[config.mk]
export PLATFORM = sky130hd
export DESIGN_NAME = scan_display_driver
export DESIGN_NICKNAME = d
export VERILOG_FILES = /design/src/rtl/scan_display_driver.sv
export SDC_FILE = /design/constraint.sdc
export NUM_CORES = 1
export LEC_CHECK = 0
export ABC_AREA = 1
export BUFFER_PORTS_ARGS = -buffer_cell sky130_fd_sc_hd__buf_2
export CAP_MARGIN = 20
export CORE_MARGIN = 4
export CORE_UTILIZATION = 45
export DETAILED_ROUTE_END_ITERATION = 16
export GPL_ROUTABILITY_DRIVEN = 1
export PLACE_DENSITY = 0.66
export SLEW_MARGIN = 20
export SYNTH_ARGS = -nofsm -noshare
export SYNTH_HDL_FRONTEND = slang
export SYNTH_SLANG_ARGS = --single-unit
[constraint.sdc]
create_clock -name iClk -period 4.15 [get_ports iClk]
set_input_delay 1.0375 -clock iClk [delete_from_list [all_inputs] [get_ports iClk]]
set_output_delay 1.0375 -clock iClk [all_outputs]
set_load 0.05 [all_outputs]
[src/rtl/scan_display_driver.sv]
// Time-multiplexed driver for a 4-digit common-anode 7-segment display:
// shadow digit registers, a scan prescaler and a 2-bit digit scan counter.
module scan_display_driver #(
    parameter int unsigned DIV = 100000
) (
    input  logic       iClk,
    input  logic       iRst_n,
    input  logic [3:0] iC0,
    input  logic [3:0] iC1,
    input  logic [3:0] iC2,
    input  logic [3:0] iC3,
    input  logic       iLoad,
    input  logic       iEn,
    output logic       oS1,
    output logic       oS0,
    output logic [3:0] oZ,
    output logic [6:0] oSeg,
    output logic [3:0] oAn,
    output logic       oTick
);

    localparam int unsigned     PC_W   = $clog2(DIV);
    localparam logic [PC_W-1:0] PC_MAX = PC_W'(DIV - 1);

    logic [PC_W-1:0] pc_q, pc_d;
    logic [1:0]      sel_q, sel_d;
    logic            tick_q, tick_d;
    logic            en_q;
    logic [3:0]      d_q [4];
    logic [3:0]      z;

    // Active-low {g,f,e,d,c,b,a} hex font.
    function automatic logic [6:0] hex_to_seg(input logic [3:0] v);
        logic [6:0] s;
        case (v)
            4'h0: s = 7'b1000000;
            4'h1: s = 7'b1111001;
            4'h2: s = 7'b0100100;
            4'h3: s = 7'b0110000;
            4'h4: s = 7'b0011001;
            4'h5: s = 7'b0010010;
            4'h6: s = 7'b0000010;
            4'h7: s = 7'b1111000;
            4'h8: s = 7'b0000000;
            4'h9: s = 7'b0010000;
            4'hA: s = 7'b0001000;
            4'hB: s = 7'b0000011;
            4'hC: s = 7'b1000110;
            4'hD: s = 7'b0100001;
            4'hE: s = 7'b0000110;
            default: s = 7'b0001110;
        endcase
        return s;
    endfunction

    // NOTE: every variable gets a default before the branches so no latch is inferred.
    always_comb begin
        pc_d   = pc_q;
        sel_d  = sel_q;
        tick_d = 1'b0;
        if (iEn) begin
            if (pc_q == PC_MAX) begin
                pc_d   = '0;
                tick_d = 1'b1;
                sel_d  = sel_q + 2'd1;
            end else begin
                pc_d = pc_q + PC_W'(1);
            end
        end
    end

    // NOTE: sequential state uses non-blocking assignments so all registers update together.
    always_ff @(posedge iClk or negedge iRst_n) begin
        if (!iRst_n) begin
            pc_q   <= '0;
            sel_q  <= '0;
            tick_q <= 1'b0;
            en_q   <= 1'b0;
            // NOTE: the shadow registers are reset because a cleared display must read back 0.
            d_q[0] <= '0;
            d_q[1] <= '0;
            d_q[2] <= '0;
            d_q[3] <= '0;
        end else begin
            pc_q   <= pc_d;
            sel_q  <= sel_d;
            tick_q <= tick_d;
            en_q   <= iEn;
            if (iLoad) begin
                d_q[0] <= iC0;
                d_q[1] <= iC1;
                d_q[2] <= iC2;
                d_q[3] <= iC3;
            end
        end
    end

    // Outputs depend on registered state only.
    always_comb begin
        z    = d_q[sel_q];
        oZ   = z;
        oSeg = hex_to_seg(z);
        oAn  = en_q ? ~(4'b0001 << sel_q) : 4'b1111;
        oS1  = sel_q[1];
        oS0  = sel_q[0];
    end

    assign oTick = tick_q;

endmodule

==> results of run 1 <==
-- state kept, by name, indices dropped and copies added, names as in the netlist --
| name | cells |
|---|---|
| oTick | 1 |
| en_q | 1 |
| pc_q | 17 |
| sel_q | 2 |
| d_q | 16 |
-- logic make-up after synthesis --
| family | Yosys count | share of synthesized area (%) |
|---|---|---|
| AOI/OAI and AO/OA | 9 | 2.37 |
| xor gates and xnor gates | 6 | 2.32 |
| adders and majority gates | 11 | 6.07 |
| buffers and inverters | 36 | 6.40 |
| DFF | 37 | 40.8 |
| muxes | 16 | 7.94 |
| and+or+nand+nor | 170 | 34.1 |
-- worst reg2reg max path: stages (launching register included) --
cell and delay [ps]:
sky130_fd_sc_hd__dfrtp_1 380, sky130_fd_sc_hd__ha_1 220, sky130_fd_sc_hd__nand3_2 120, sky130_fd_sc_hd__nor2_2 160
sky130_fd_sc_hd__nand4_1 210, sky130_fd_sc_hd__nand3_1 140, sky130_fd_sc_hd__inv_1 50
-- synth_stat cells (all sizes together) --
| cell type | number | share of area [%] |
|---|---|---|
| clkbuf | 1 | 0.17 |
| o21bai | 1 | 0.33 |
| nand4 | 5 | 1.4 |
| nor2 | 32 | 6.9 |
| mux2 | 16 | 7.9 |
| a21oi | 3 | 0.66 |
| xnor2 | 2 | 0.77 |
| a22oi | 1 | 0.33 |
| o21ai | 4 | 1.0 |
| dfrtp | 37 | 41 |
| ha | 11 | 6.1 |
| inv | 30 | 5.1 |
| nor3 | 1 | 0.22 |
| clkinv | 1 | 0.17 |
| nand2 | 94 | 16 |
| buf | 4 | 0.99 |
| nand3 | 37 | 9.0 |
| or2 | 1 | 0.28 |
| xor2 | 4 | 1.5 |
-- through the flow --
stage                     power [W]  cells  worst slack (ps)  util (%)
after floorplan            0.000691    285               509         -
after global placement     0.000761    384              1280      52.1
after detailed placement   0.000766    384              1190      52.1
after CTS                   0.00102    392               865      53.9
after global routing        0.00107    392               694      53.9
final                       0.00100    392               885      53.9
-- metal layers --
layer  vias up  GRT usage [%]  part of all wire, %
li1        987              -                    -
met1       856           21.6                   47
met2        38           25.3                   47
met3         5           3.51                  5.2
met4         0           4.64                  1.1
met5         -              0                    0
-- where the power goes --
part | switching (W) | total, W | internal (W) | leakage, nW
Clock | 0.000131 | 0.000247 | 0.000116 | 0.0439
Sequential | 0.0000607 | 0.000469 | 0.000409 | 0.448
Combinational | 0.000191 | 0.000288 | 0.0000966 | 0.841
Total | 0.000383 | 0.00100 | 0.000621 | 1.33
-- cell type report --
cell class | count | area [um2] | share of cell area (%)
clock inverters | 3 | 17.5 | 0.674
repair buffers | 37 | 185 | 7.13
inverters | 31 | 119 | 4.58
multi-input cells | 212 | 1200 | 46.1
flip-flops and latches | 37 | 926 | 35.6
well taps | 67 | 83.8 | 3.23
clock buffers | 5 | 68.8 | 2.65
-- worst max-delay path by stage --
stage,from,end,slack [ps],cells past startpoint
2_1_floorplan,sel_q[0]$_DFFE_PN0P_,oSeg[4],510,8
3_3_place_gp,sel_q[0]$_DFFE_PN0P_,oSeg[0],1280,11
3_5_place_dp,sel_q[0]$_DFFE_PN0P_,oSeg[3],1190,11
4_1_cts,sel_q[0]$_DFFE_PN0P_,oSeg[3],860,11
5_1_grt,sel_q[0]$_DFFE_PN0P_,oSeg[2],690,10
6_report,sel_q[0]$_DFFE_PN0P_,oSeg[0],880,11
==> results.md, run 1 <==
* Outcome: finished, final reports clean
* Worst min-delay path endpoint: d_q[15]$_DFFE_PN0P_
* Antenna-violating nets left at 0
* DR vias/cell at 4.81
* Setup tns final at 0 ps
* HPWL Detailed at 3600 um
* Total core area at 0.00482 mm2
* Worst Path Class, Setup: flip-flop to primary output
* Worst Setup Start Kind: flip-flop
* Summed area of non-filler cells in the final layout at 0.00260 mm2
* Maximum level of the CTS H-tree at 2
* Beginning of the worst register-to-register path: pc_q[1]$_DFFE_PN0P_
* Final Hold Violating Endpoints at 0
* Net count reported at finish at 355
* Fin Clk Skew at 11.5 ps
* Die Span Y at 79 um
* Reported leakage power at 1.33 nW
* Setup repair after global routing missed its margin: false
* Crit Reg-Reg Endpoint: pc_q[5]$_DFFE_PN0P_
* Count of different cell masters after synthesis at 27
* Worst-case headroom to the max-slew limit at 46.4%
* Syn avg cell area at 7.96 um2
* Part of the cycle the worst path needs at 78.7%
* Clock slew at reported path FFs at 70 ps
* Min Clock Period, post-route at 3270 ps
* Worst stage delay on the critical path at 610 ps
* Via count at 1,886
* Post-detailed-placement cell area at 0.00251 mm2
* Number of antenna violations at the first check in global routing at 0
* Port Buf Inserts at 37
* Global placement routability congestion at 0.871
* Number of buffers on the longest clock path at 2
* Number of fill cells in the layout at 491
* Count of state elements after synthesis at 37
* Routed wire length at 4620 um
* Die Outline Area at 0.00624 mm2
* Routed length per placed instance at 11.8 um
* Arrival time of data at the critical path endpoint at 2230 ps
* Pins Over Slew Limit at 0
* Cts bufs inserted at 5
* Initial Util at 47.1%
* Clock root buffer: sky130_fd_sc_hd__clkbuf_8
* Via count of the first global-routing pass at 1,718
* Highest-delay cell along the critical path: sky130_fd_sc_hd__dfrtp_1
* Sort of element at the end of the critical path: primary output
* Pin count of the biggest net entering global routing at 38
* Number of buffers added for setup after CTS at 0
* Setup violation total in the final timing report at 0
* Commonest non-fill, non-tap cell in the layout: sky130_fd_sc_hd__nand2_1
* Gate family responsible for the most delay along the worst path: flip-flops
* Overall track demand over capacity in global routing at 15.8%
* Global-route wire length before repair at 7940 um
* Final hold slack at 521 ps
* Worst min-delay path category: flip-flop to flip-flop
* Slack of the worst reg-to-reg path at 2760 ps
* Sum of overflow across all layers after global routing at 0
* Num rows at 25
* Post-synthesis instance total at 285
* Fraction of the yosys area taken by sequential cells at 40.8%
* Cell area after technology mapping at 0.00227 mm2
* Fraction of layout instances using a drive strength above 1 at 26.5%
* Clock tree from TritonCTS: done
* Max Fclk at 306 MHz
* Worst-margin pin slew at 804 ps
* MaxCap Viol Count at 0
* Critical path peak fanout at 13
* Resized cells post-CTS at 0
* Clock sink total at 37
* Starting DRT DRC Count at 91
* Hold path depth at 1
* Detailed-route DRC error count at 0
* First-pass DRT Iterations at 4
* I/O pins at 38
* Worst path bufs/invs at 4
* Power density relative to cell area at 387 mW/mm2
* Synth warnings at 0
* Required arrival time at the worst endpoint at 3110 ps
* Worst r2r path cells at 6
* Inserted Diodes at 0
* Synthesized Nets at 316
* Commonest cells after routing, fill and taps aside: sky130_fd_sc_hd__nand2_1 (88), sky130_fd_sc_hd__dfrtp_1 (37), sky130_fd_sc_hd__buf_2 (37), sky130_fd_sc_hd__nand3_1 (33), sky130_fd_sc_hd__nor2_1 (25)
* Cells along the critical path: inv_4, nand2_1, nand3_1, nand2_1, inv_1, ha_1, inv_1, nand3_1, nand3_1, nand2_1, buf_2
* Latest clock arrival within the worst-skew pair at 290 ps
* Worst VDD drop at 180 uV
* Post-cts hold buffer count at 0
* Die Width at 79 um
* Launch point of the worst hold path: d_q[15]$_DFFE_PN0P_
* Area added between synthesis and finish at 14.5%
(Power assumes the default switching activity.)
==> run 2: changes to the inputs <==
--- a/config.mk
+++ b/config.mk
@@ -12,7 +12,7 @@
 export CORE_UTILIZATION = 45
 export DETAILED_ROUTE_END_ITERATION = 16
 export GPL_ROUTABILITY_DRIVEN = 1
-export PLACE_DENSITY = 0.66
+export PLACE_DENSITY = 0.69
 export SLEW_MARGIN = 20
 export SYNTH_ARGS = -nofsm -noshare
 export SYNTH_HDL_FRONTEND = slang
==> constraint.sdc (replaced) <==
create_clock -name iClk -period 3 [get_ports iClk]
set_input_delay 0.75 -clock iClk [delete_from_list [all_inputs] [get_ports iClk]]
set_output_delay 0.75 -clock iClk [all_outputs]
set_load 0.05 [all_outputs]
==> run 2 against run 1 <==
Clock skew is 4.0 ps lower. Final area is 2.6% higher. Power is 51% higher. Register-to-register slack worse by 1200 ps. Utilization is 1.4 points higher. Combinational power is 42% higher.
==> results.md, run 2 (synthesis results as in run 1) <==
* Routed length per placed instance at 12.1 um
* Sequential Area at 928 um2
* Largest registers in the final layout: pc_q: 17 flops, d_q: 16 flops, sel_q: 2 flops
* Setup repair after global routing missed its margin: false
* Worst Path Class, Setup: flip-flop to primary output
* Overall Power at 0.00152 W
* Sum of overflow across all layers after global routing at 0
* Die Width at 79 um
* Initial Util at 47.1%
* Total core area at 0.00482 mm2
* Number of antenna violations at the first check in global routing at 0
* Combinational share of power at 26.9%
* Via count at 1,919
* Cts bufs inserted at 5
* Setup violation total in the final timing report at 0
* Part of the cycle the worst path needs at 94.9%
* MaxCap Viol Count at 0
* Fraction of layout instances using a drive strength above 1 at 29.1%
* HPWL Detailed at 3590 um
* Starting DRT DRC Count at 141
* Clock sink total at 37
* Die Outline Area at 0.00624 mm2
* Min Clock Period, post-route at 2850 ps
* Part of the total power dissipated in sequential elements at 42.9%
* Placed cell count at 384
* Worst min-delay path category: flip-flop to flip-flop
* Detailed-route DRC error count at 0
* Final Hold Violating Endpoints at 0
* Number of fill cells in the layout at 471
* Commonest non-fill, non-tap cell in the layout: sky130_fd_sc_hd__nand2_1
* Sort of element at the end of the critical path: primary output
* Global-route wire length before repair at 8190 um
* Num rows at 25
* Routed wire length at 4750 um
* Global placement routability congestion at 0.840
* I/O pins at 38
* Number of buffers on the longest clock path at 2
* Inserted Diodes at 0
* Port Buf Inserts at 37
* Worst-case headroom to the max-slew limit at 44.5%
* DR vias/cell at 4.88
* Reported leakage power at 1.35 nW
* Latest clock arrival within the worst-skew pair at 290 ps
* Arrival time of data at the critical path endpoint at 2100 ps
* Worst-margin pin slew at 832 ps
* Pin count of the biggest net entering global routing at 38
* Clock tree from TritonCTS: done
* Max Fclk at 351 MHz
* Area added between synthesis and finish at 17.5%
* Net count reported at finish at 356
* Pins Over Slew Limit at 0
* Post-Route Utilization at 55.3%
* Switching power share of the total at 35.8%
* Multi-input combinational cell area at 0.00121 mm2
* Commonest cells after routing, fill and taps aside: sky130_fd_sc_hd__nand2_1 (85), sky130_fd_sc_hd__dfrtp_1 (35), sky130_fd_sc_hd__buf_2 (35), sky130_fd_sc_hd__nand3_1 (33), sky130_fd_sc_hd__nor2_1 (25)
* Power density relative to cell area at 569 mW/mm2
* Critical path peak fanout at 11
* Psw at 0.000542 W
* Non-filler instance count after layout at 393
* Largest register by flop count: pc_q
* Worst Setup Start Kind: flip-flop
* Antenna-violating nets left at 0
* Clock slew at reported path FFs at 70 ps
* Via count of the first global-routing pass at 1,787
* Clock root buffer: sky130_fd_sc_hd__clkbuf_8
* Clock power share at 30.2%
* Overall track demand over capacity in global routing at 16.5%
* Flip-flop count of the largest register after layout at 17
* First-pass DRT Iterations at 4
* Total internal power at 0.000974 W
* Die Span Y at 79 um
* Fin Clk Skew at 7.49 ps
* Worst VDD drop at 250 uV
* Outcome: finished, final reports clean
* Maximum level of the CTS H-tree at 2
* Setup tns final at 0 ps
* Required arrival time at the worst endpoint at 2250 ps
==> run 2: cell types whose count changed in the layout (fill, tap and decap cells not counted), sizes merged <==
| cell | previous run | this run |
|---|---|---|
| clkinv | 3 | 1 |
| clkbuf | 5 | 8 |
| clkinvlp | 1 | 2 |
| buf | 37 | 36 |
| bufinv | 0 | 1 |
| inv | 30 | 29 |
==> run 2: final timing paths <==
check	to	depth (start not counted)	slack, ps	from
worst min register to register	d_q[13]$_DFFE_PN0P_	1	510	d_q[13]$_DFFE_PN0P_
worst max-delay path	oSeg[6]	11	150	sel_q[0]$_DFFE_PN0P_
min in group asynchronous	pc_q[1]$_DFFE_PN0P_	1	550	iRst_n
worst min-delay path	d_q[13]$_DFFE_PN0P_	1	510	d_q[13]$_DFFE_PN0P_
max in group asynchronous	sel_q[0]$_DFFE_PN0P_	1	1870	iRst_n
worst max register to register	sel_q[0]$_DFFE_PN0P_	6	1590	pc_q[1]$_DFFE_PN0P_
==> run 2: power by group through the flow <==
stage	registers [W]	logic (W)	clock network [W]
after floorplan	0.000628	0.000333	0
after global placement	0.000658	0.000402	0
after detailed placement	0.000655	0.000406	0
after CTS	0.000647	0.000406	0.000471
after global routing	0.000664	0.000452	0.000491
final	0.000650	0.000408	0.000457
==> run 2: area by class of cell <==
cell class	count	share of cell area [%]
timing repair buffer	38	7.42
clock buffer	6	3.10
multi-input combinational	212	45.5
sequential	37	34.8
inverter	31	4.60
tap	67	3.15
clock inverter	2	1.41
==> run 2: per-stage QoR <==
step	hold WS [ps]	cell area, um2	setup slack, ps
finish	509	2670	153
global route	534	2670	3.38
CTS	513	2650	49.6
detailed placement	497	2530	373
global placement	496	2530	432
floorplan	454	2290	10.5
==> run 2: timing repair <==
item	CTS	global route
resized for setup	0	3
endpoints found under the setup margin	0	5
hold endpoints to repair	0	0
setup buffers	0	1
hold buffers	0	0
==> run 2: layer usage <==
| metal | GRT usage (%) | wire length [um] | vias to the layer above |
|---|---|---|---|
| li1 | - | - | 987 |
| met1 | 22.3 | 2180 | 871 |
| met5 | 0 | 0 | - |
| met3 | 4.08 | 368 | 4 |
| met4 | 4.64 | 48 | 0 |
| met2 | 26.3 | 2150 | 57 |
==> run 2: worst max-delay path, stage by stage, from the launching register on <==
cell,delay (ps)
sky130_fd_sc_hd__dfrtp_2,490
sky130_fd_sc_hd__inv_4,140
sky130_fd_sc_hd__nand2_1,70
sky130_fd_sc_hd__nand3_1,70
sky130_fd_sc_hd__nand2_1,160
sky130_fd_sc_hd__inv_1,160
sky130_fd_sc_hd__ha_1,180
sky130_fd_sc_hd__nand3_1,120
sky130_fd_sc_hd__nand2_1,90
sky130_fd_sc_hd__nand2_1,50
sky130_fd_sc_hd__nand2_1,50
sky130_fd_sc_hd__buf_2,250
